$ cat src/rtl/rename_s1.sv
// Rename stage 1: single-entry pipeline register holding the stage-0 rename bundle,
// intra-bundle dependency override mux, dispatch handshake, and renamed-bundle counter.
module rename_s1 #(
  parameter int PW    = 7,
  parameter int CNT_W = 32
) (
  input  logic              clk_i,
  input  logic              rst_i,
  input  logic              flush_i,
  input  logic              s0_vld_i,
  output logic              s0_rdy_o,
  input  logic [3:0]        s0_inst_vld_i,
  input  logic [3:0]        s0_ard_vld_i,
  input  logic [4*PW-1:0]   s0_prs1_i,
  input  logic [4*PW-1:0]   s0_prs2_i,
  input  logic [4*PW-1:0]   s0_prd_old_i,
  input  logic [4*PW-1:0]   s0_prd_new_i,
  input  logic [7:0]        s0_rs1_sel_i,
  input  logic [7:0]        s0_rs2_sel_i,
  input  logic [7:0]        s0_rd_sel_i,
  output logic              dis_vld_o,
  input  logic              dis_rdy_i,
  output logic [3:0]        dis_inst_vld_o,
  output logic [4*PW-1:0]   dis_prs1_o,
  output logic [4*PW-1:0]   dis_prs2_o,
  output logic [4*PW-1:0]   dis_prd_o,
  output logic [4*PW-1:0]   dis_prd_old_o,
  output logic [CNT_W-1:0]  ren_cnt_o
);

  logic              vld_q, vld_d;
  logic [3:0]        inst_vld_q, ard_vld_q;
  logic [4*PW-1:0]   prs1_q, prs2_q, prd_old_q, prd_new_q;
  logic [7:0]        rs1_sel_q, rs2_sel_q, rd_sel_q;
  logic [CNT_W-1:0]  cnt_q, cnt_d;
  logic              load, payload_en, hs;

  // A select pointing at a later slot is illegal; fall back to the slot's own lookup.
  function automatic logic [1:0] eff_sel(input logic [1:0] sel, input logic [1:0] slot);
    return (sel > slot) ? slot : sel;
  endfunction

  assign s0_rdy_o   = ~vld_q | dis_rdy_i;
  assign load       = s0_vld_i & s0_rdy_o;
  assign payload_en = load & ~flush_i;
  assign hs         = vld_q & dis_rdy_i;

  always_comb begin
    vld_d = vld_q;
    if (flush_i)        vld_d = 1'b0;
    else if (load)      vld_d = 1'b1;
    else if (dis_rdy_i) vld_d = 1'b0;
  end

  assign cnt_d = cnt_q + CNT_W'(hs);

  always_ff @(posedge clk_i) begin
    if (rst_i) begin
      vld_q      <= 1'b0;
      cnt_q      <= '0;
      inst_vld_q <= '0;
      ard_vld_q  <= '0;
      prs1_q     <= '0;
      prs2_q     <= '0;
      prd_old_q  <= '0;
      prd_new_q  <= '0;
      rs1_sel_q  <= '0;
      rs2_sel_q  <= '0;
      rd_sel_q   <= '0;
    end else begin
      vld_q <= vld_d;
      cnt_q <= cnt_d;
      if (payload_en) begin
        inst_vld_q <= s0_inst_vld_i;
        ard_vld_q  <= s0_ard_vld_i;
        prs1_q     <= s0_prs1_i;
        prs2_q     <= s0_prs2_i;
        prd_old_q  <= s0_prd_old_i;
        prd_new_q  <= s0_prd_new_i;
        rs1_sel_q  <= s0_rs1_sel_i;
        rs2_sel_q  <= s0_rs2_sel_i;
        rd_sel_q   <= s0_rd_sel_i;
      end
    end
  end

  logic [PW-1:0] new_a [4];

  for (genvar g = 0; g < 4; g++) begin : g_new
    assign new_a[g] = prd_new_q[g*PW +: PW];
  end

  for (genvar g = 0; g < 4; g++) begin : g_slot
    localparam logic [1:0] SLOT = 2'(g);
    logic [1:0]    s1, s2, sd;
    logic [PW-1:0] old_sel;

    assign s1 = eff_sel(rs1_sel_q[2*g +: 2], SLOT);
    assign s2 = eff_sel(rs2_sel_q[2*g +: 2], SLOT);
    assign sd = eff_sel(rd_sel_q[2*g +: 2], SLOT);

    assign dis_prs1_o[g*PW +: PW] = (s1 == SLOT) ? prs1_q[g*PW +: PW] : new_a[s1];
    assign dis_prs2_o[g*PW +: PW] = (s2 == SLOT) ? prs2_q[g*PW +: PW] : new_a[s2];
    // WAW: an earlier slot's new mapping is what this slot frees at commit.
    assign old_sel = (sd == SLOT) ? prd_old_q[g*PW +: PW] : new_a[sd];

    assign dis_prd_o[g*PW +: PW]     = ard_vld_q[g] ? new_a[g] : '0;
    assign dis_prd_old_o[g*PW +: PW] = ard_vld_q[g] ? old_sel  : '0;
  end

  for (genvar g = 0; g < 3; g++) begin : g_chk
    localparam logic [1:0] SLOT = 2'(g);
    a_sel_legal: assert property (@(posedge clk_i) disable iff (rst_i)
      vld_q |-> (rs1_sel_q[2*g +: 2] <= SLOT) && (rs2_sel_q[2*g +: 2] <= SLOT)
             && (rd_sel_q[2*g +: 2] <= SLOT));
  end

  assign dis_vld_o      = vld_q;
  assign dis_inst_vld_o = inst_vld_q & {4{vld_q}};
  assign ren_cnt_o      = cnt_q;

endmodule

$ cat config.mk
export PLATFORM = sky130hd
export DESIGN_NAME = rename_s1
export DESIGN_NICKNAME = d
export VERILOG_FILES = /design/src/rtl/rename_s1.sv
export SDC_FILE = /design/constraint.sdc
export NUM_CORES = 1
export LEC_CHECK = 0
export ABC_AREA = 1
export CAP_MARGIN = 25
export CORE_ASPECT_RATIO = 2
export CORE_MARGIN = 2
export CORE_UTILIZATION = 41
export CTS_BUF_LIST = sky130_fd_sc_hd__clkbuf_8
export DETAILED_ROUTE_END_ITERATION = 16
export MAX_ROUTING_LAYER = met4
export PLACE_DENSITY = 0.74
export SLEW_MARGIN = 5
export SYNTH_ARGS = -nofsm -noshare
export SYNTH_HDL_FRONTEND = slang
export SYNTH_SLANG_ARGS = --single-unit
export TNS_END_PERCENT = 10
$ cat constraint.sdc
create_clock -name clk_i -period 2 [get_ports clk_i]
set_clock_uncertainty 0.05 [all_clocks]
set_input_delay 0.6 -clock clk_i [delete_from_list [all_inputs] [get_ports clk_i]]
set_output_delay 0.6 -clock clk_i [all_outputs]
set_load 0.05 [all_outputs]
==> flow_results.org, run 1 <==
** Timing
- The max-slew violation count was 0.
- Hold Fails Final Rpt :: 0
- Final critical-path required period :: around 2400 ps
- Setup TNS :: -11640 ps
- Number of setup violations in the final report :: 63
- Hold slack :: roughly 450 ps
- Timing-limited maximum frequency :: approximately 0.42 GHz
- At the pin with the least slew margin, the transition time is 396 ps.
- The worst pin sits at a relative slew slack of 0.735.
- Across all setup checks in the final design, the least slack found is -353 ps.
- RSZ-0062 raised after global routing :: yes
- Post-route fraction of the period consumed by the critical path :: 1.18

** Yosys
- Number of synthesized flops with an enable pin :: 0
- Summing every instance area after synthesis gives 8410 um2.
- In this run the mean area of a mapped cell was between 6 and 7 um2.
- Synth warnings :: 0
- Fraction of synthesis flops using an asynchronous set or reset pin :: 0
- Synthesized netlist net count :: 1398
- After technology mapping, the gate count stands at 1246.
- Summed over all instances, the cell type with the most area after synthesis is dfxtp_1.
- In this run, distinct cell masters in the synthesized netlist total 33.
- In this run, synthesis produced a sequential element count of roughly 170.
- Yosys attributes the largest share of cell area to dfxtp_1 41%, nor2_1 15%, o21ai_0 10%.
- Share of Yosys cell area claimed by the top area cell type :: 0.407
- Portion of the post-synthesis area used by sequential elements :: 0.407
- Among all flip-flop cells after synthesis, the most frequent one is dfxtp_1.

** Floorplan
- In this run the standard cell core region covers 20300 um2.
- Die area :: 21800 um2
- Horizontal die dimension :: 105 um
- Row count :: 74
- Starting utilization of the core area :: 0.415
- 299 I/O pins were placed.
- In this run the vertical extent of the chip is 207 um.

** Pwr
- Power density of the placed cells :: 657 nW/um2
- Summed over all cells, the static leakage comes to 5.89 nW.
- Max rail drop VDD :: 0.589 mV

** Final layout
- Commonest non-fill, non-tap cells in the layout :: 315 x nor2_1, 170 x nand2_1, 158 x o21ai_0
- At the end of the flow, the number of nets in the layout was 1703.
- Leaving out fill and tap cells, the most frequent cell in the layout is nor2_1.
- The filler cells instantiated in the layout total ~1700.
- Once layout is complete, the utilization of the core stands at 0.674.
- Fraction of final layout cells with drive strength greater than 1 :: 0.273
- For this run, the number of standard cells in the final layout without fillers is 1835.
- Compared with the post-synthesis result, the final layout area differs by 62.5%.
- Summing all multi-input logic gate instances after layout gives 4360 um2.
- Total area of sequential cells :: 3500 um2

** Route
- After detailed routing, the number of remaining DRC violations is 0.
- DR iter-0 viols :: 603
- In the routed layout, each cell is associated on average with a via count of 5.20.
- Summed over all layers, the routed wires come to 32400 um.
- DR vias :: 9538
- Count of antenna-violating nets left after detailed routing :: 0
- Mean routed wirelength per cell :: between 15 and 20 um
- For this run, the detailed router's first-pass iteration total came to 6.

** Place
- After legalization and detailed placement, the total HPWL measured 24300 um.
- The congestion estimate from routability-driven global placement came to ~1.0.
- Port Buffer Count :: 292
- Number of placed instances, taps included :: 1796

** Run
- Across the run, the number of max-cap violations was 0.

** CTS
- The clock net in this run drives a total of approximately 170 sinks.
- The clock reaches the later pin of the worst-skew pair after 450 ps.
- In this run, post-CTS hold repair placed 0 buffers.
- The clock passes through at most 2 buffers.
- Number of buffers added by the clock tree synthesis step :: 17
- The clock tree synthesis step divided the H-tree into 4 levels.
- CTS tree :: yes
- The cell sitting at the root of the clock tree is a clkbuf_8.
- Clock slew at reported path FFs :: 100 ps

** Setup path
- Worst setup EP type :: output port
- CP Cell Sequence :: clkinvlp_4 > a21oi_2 > a21oi_1 > a21oi_2 > buf_12
- Worst path buffer plus inverter count :: 2
- Data arrives at the worst endpoint at around 1700 ps.
- Data required time at the worst endpoint :: ~1400 ps
- In this design, the stage delay of the slowest critical-path cell is 360 ps.
- Most frequent cell on the critical path :: a21oi_2
- Worst setup path category :: reg2out
- The kind of cell with the highest combined delay along the critical path is compound AO/OA/AOI/OAI gates.
- The slowest stage of the critical path belongs to the cell dfxtp_2.
- Critical path startpoint category :: flip-flop
- Peak fanout along the critical path :: 6

** Global routing
- The first global-routing pass estimated 48900 um of wire.
- The initial antenna violation count came to 5.
- In the global route stage, overall resource usage came out at 0.300.
- Overflow after GRT :: 0
- Entering global routing, the biggest net connects 46 pins.
- The number of global-route vias before repair was around 9000.

** Run status
- Violations in the final reports :: negative setup slack
- Run status :: complete, but fails checks

** Worst hold path
- Worst min-delay path category :: reg2reg
[tightest hold or removal path, stage by stage (launching register included)]
cell     delay, ps
dfxtp_1        340
nand2_1         70
a21oi_1         50
[report_power, final]
part / leakage [nW] / switching, mW / internal (mW)
sequential: 1.42 / 0.175 / 3.60
combinational: 4.25 / 1.40 / 1.17
clock: 0.219 / 1.32 / 1.33
[area by class of cell]
class                      count  area share
clock buffer                  20      0.0201
timing repair buffer         369       0.335
tap                          266      0.0243
multi-input combinational    885       0.319
clock inverter                12      0.0108
inverter                     107      0.0339
sequential                   171       0.256
antenna                        5    0.000915
[sequential cells by signal (all words and copies together) (netlist names)]
register	count
ard_vld_q	4
dis_vld_o	1
inst_vld_q	4
prd_new_q	28
prd_old_q	28
prs1_q	28
prs2_q	28
rd_sel_q	6
ren_cnt_o	32
rs1_sel_q	6
rs2_sel_q	6
[worst paths after layout]
path / endpoint / depth (start not counted) / slack (ps) / start
worst max-delay path: dis_prs1_o[23] / 5 / -350 / prd_new_q[9]$_SDFFE_PP0P_
worst min-delay path: ren_cnt_o[31]$_SDFF_PP0_ / 2 / 450 / ren_cnt_o[31]$_SDFF_PP0_
worst max register to register: ren_cnt_o[30]$_SDFF_PP0_ / 11 / 150 / dis_vld_o$_SDFFE_PP0P_
worst min register to register: ren_cnt_o[31]$_SDFF_PP0_ / 2 / 450 / ren_cnt_o[31]$_SDFF_PP0_
[cells by family after synthesis]
group | share of synthesized area
compound gates | 0.198
xor+xnor | 0.00416
fa+ha+maj | 0.00446
buf+inv | 0.110
flops | 0.407
mux | 0.0161
simple gates | 0.260
[stage by stage]
| step | cell area, um2 | worst slack (ps) | power [mW] |
|---|---|---|---|
| after floorplan | 8430 | -230 | 4.99 |
| after global placement | 12700 | -516 | 6.20 |
| after detailed placement | 12700 | -550 | 6.22 |
| after CTS | 13400 | -342 | 8.94 |
| after global routing | 13700 | -396 | 9.31 |
| final | 13700 | -353 | 8.99 |
[timing repair]
action | CTS | global route
hold endpoints to repair | 0 | 0
endpoints found under the setup margin | 103 | 95
buffers inserted | 1 | 1
gates resized for setup | 121 | 96
pin swaps | 23 | 19
[synth_stat cells (3+ instances only)]
library cell and instances:
a21oi_1 105, a221oi_1 9, buf_2 14, buf_4 5, buf_6 14, clkbuf_1 38
clkbuf_4 8, clkinv_1 3, dfxtp_1 171, ha_1 3, inv_1 103, mux2_2 12
nand2_1 177, nand2_2 3, nand3_1 17, nor2_1 327, nor2_2 22, o211ai_1 21
o21a_1 3, o21ai_0 173, xor2_1 3
[per-layer routing]
| layer | vias to the layer above | share of wire | global-route usage |
|---|---|---|---|
| li1 | 4601 | - | - |
| met1 | 4405 | 0.35 | 0.305 |
| met2 | 422 | 0.53 | 0.525 |
| met3 | 110 | 0.054 | 0.0480 |
| met4 | 0 | 0.065 | 0.207 |
| met5 | - | 0 | - |
Note: power is estimated with default switching activity, not from simulation.
==> run 2, diff against run 1 <==
==> constraint.sdc (replaced) <==
create_clock -name clk_i -period 3.05 [get_ports clk_i]
set_clock_uncertainty 0.05 [all_clocks]
set_input_delay 0.915 -clock clk_i [delete_from_list [all_inputs] [get_ports clk_i]]
set_output_delay 0.915 -clock clk_i [all_outputs]
set_load 0.05 [all_outputs]
==> flow_results.org, run 2 (synthesis gave the netlist of run 1 again) <==
** CTS
- Post-cts hold buffer count :: 0
- TritonCTS built the clock tree.
- Number of buffers on the longest clock path :: 2
- Buffers inserted during clock tree synthesis total 17.
- Clock tree root driver cell :: clkbuf_8
- Clock latency on the worst-skew pair, taken at its later pin, is 480 ps.
- Htree depth :: 4
- Number of sinks handled by clock tree synthesis :: 171
- Clock slew at reported path FFs :: 90 ps
- Postcts setup bufs :: 0

** Final layout
- NumNets Final :: ~1700
- Most common cell after layout, fill and taps aside :: nor2_1
- The register with the most flip-flops in the layout has 32 of them.
- Measured on the finished design, the core utilization comes to 0.581.
- From synthesis to final layout, the design area changed by 40.0%.
- Number of inserted filler cells in the final layout :: 1961
- Commonest non-fill, non-tap cells in the layout :: 327 x nor2_1, 222 x clkdlybuf4s50_1, 177 x nand2_1
- Of the cells placed in the final design, the portion with a size suffix greater than 1 is 0.106.
- The count of cells in the finished layout, fillers not included, comes to between 1500 and 2000.

** Setup path
- Peak fanout along the critical path :: 7
- Worst setup EP type :: output port
- STA classifies the critical path startpoint as a flip-flop.
- Worst setup path category :: reg2out
- Data required time at the worst endpoint :: 2080 ps
- Worst EP arrival :: 1980 ps

** Floorplan
- Row count :: 74
- Ports placed on the boundary :: 299
- The initial utilization of the core area, before any placement, comes to 0.415.
- The floorplan step set the die width to roughly 110 um.
- Die H :: slightly above 200 um
- Total core area :: 20300 um2
- The floorplan step defined a die boundary enclosing 21800 um2.

** Timing
- Hold Fails Final Rpt :: 0
- For the final routed database, the setup TNS stands at 0 ps.
- The max-slew violation count is 0.
- Dividing the final minimum period by the clock period gives 0.967.
- Timing-limited maximum frequency :: 0.339 GHz
- Subtracting the final worst setup slack from the clock period gives 2950 ps.
- RSZ-0062 raised after global routing :: no
- Measured against its own limit, the worst slew margin works out to 0.529.
- At the pin with the least slew margin, the transition time is 703 ps.
- Number of setup violations in the final report :: 0

** Route
- DR iter-0 viols :: 623
- Wire length on met2 :: 15900 um
- Length of the first detailed-routing pass in iterations :: 5
- After detailed routing, the average wire length per cell comes to 17.2 um.
- Detailed routing placed a total of 1670 um of wire on met3.
- The detailed router placed 9025 vias in this run.
- After detailed routing, the number of vias per cell comes to 5.06.
- For this run, design rule violations remaining after detail routing come to 0.
- Final routed wirelength across all metal layers :: a little over 30000 um
- Count of antenna-violating nets left after detailed routing :: 0
- Length of routed wiring on met1 :: 11500 um
- Routed signal wires occupy layers up through met4.

** Global routing
- GRT Util Overall :: 0.286
- The initial antenna violation count is 4.
- Largest net degree at the start of global routing :: 95
- The number of global-route vias before repair was about 8500.
- Summed over all layers, the global routing overflow is 0.
- The first global-routing pass estimated 46300 um of wire.

** Place
- RePlAce Congestion :: 0.976
- Once placement completed, the tool counted placed cells totaling 1749.
- Summed over all nets, the half-perimeter wirelength after detailed placement is 22500 um.
- Port Buffer Count :: 292

** Run
- The tool flagged a number of max-cap violations equal to 0.

** Pwr
- Summing internal, switching and leakage power gives 5.37 mW.
- VDD sags by at most 0.265 mV.
- In this run the power density over the cells is roughly 460 nW/um2.
- Leak Pwr :: 5.10 nW

** Worst hold path
- Worst min-delay path category :: reg2reg

** Run status
- Run status :: complete, no violations
run 2: cell count changes in the layout (fill, tap and decap cells not counted), moves of 13 or more:
| cell | delta |
|---|---|
| dfxtp_4 | -14 |
| inv_2 | -19 |
| o21ai_1 | -13 |
| buf_4 | -20 |
| buf_6 | -20 |
| a21oi_2 | -28 |
| dfxtp_2 | -19 |
| a21oi_1 | +29 |
| buf_12 | -92 |
| dfxtp_1 | +33 |
| o21ai_0 | +15 |
| clkdlybuf4s50_1 | +81 |
| inv_1 | +33 |
run 2: report_power, final:
part	switching, mW	internal, mW	leakage, nW	total (mW)
Sequential	0.103	2.36	1.40	2.46
Combinational	0.810	0.495	3.49	1.30
Clock	0.867	0.738	0.205	1.61
Total	1.78	3.59	5.10	5.37
run 2: area by class of cell:
class | instances | area [um2] | area share
diodes | 3 | 7.51 | 0.000637
clock inverters | 14 | 134 | 0.0114
flip-flops and latches | 171 | 3420 | 0.291
inverters | 107 | 408 | 0.0346
repair buffers | 320 | 3160 | 0.268
clock buffers | 18 | 248 | 0.0210
multi-input cells | 885 | 4060 | 0.345
well taps | 266 | 333 | 0.0283
run 2: repair_timing:
| action | 4_1_cts | 5_1_grt |
|---|---|---|
| setup endpoints to repair | 14 | 1 |
| hold endpoints to repair | 0 | 0 |
| resized for setup | 8 | 1 |
run 2: worst paths after layout:
check                                          startpoint  slack (ps)  depth (start not counted)                        to
worst max register to register     dis_vld_o$_SDFFE_PP0P_         940                         10  ren_cnt_o[18]$_SDFF_PP0_
worst min register to register   ren_cnt_o[31]$_SDFF_PP0_         430                          2  ren_cnt_o[31]$_SDFF_PP0_
worst min-delay path             ren_cnt_o[31]$_SDFF_PP0_         430                          2  ren_cnt_o[31]$_SDFF_PP0_
worst max-delay path            prd_new_q[1]$_SDFFE_PP0P_         100                          3              dis_prd_o[1]
run 2: layer usage:
layer	vias to the layer above	global-route usage
li1	4486	-
met1	4118	0.306
met2	348	0.493
met3	73	0.0493
met4	0	0.170
met5	-	-
run 2: metrics by stage:
| step | instance area [um2] | worst slack, ps | hold slack, ps |
|---|---|---|---|
| 6_report | 11800 | 101 | 434 |
| 5_1_grt | 11800 | 2.55 | 445 |
| 4_1_cts | 11800 | 63.2 | 438 |
| 3_5_place_dp | 11400 | 59.4 | 425 |
| 3_3_place_gp | 11400 | 99.1 | 409 |
| 2_1_floorplan | 8410 | 500 | 419 |
run 2: worst max-delay path: stages, from the launching register on:
cell             delay, ps
dfxtp_1                540
nand2_1                100
inv_1                   60
clkdlybuf4s50_1        800
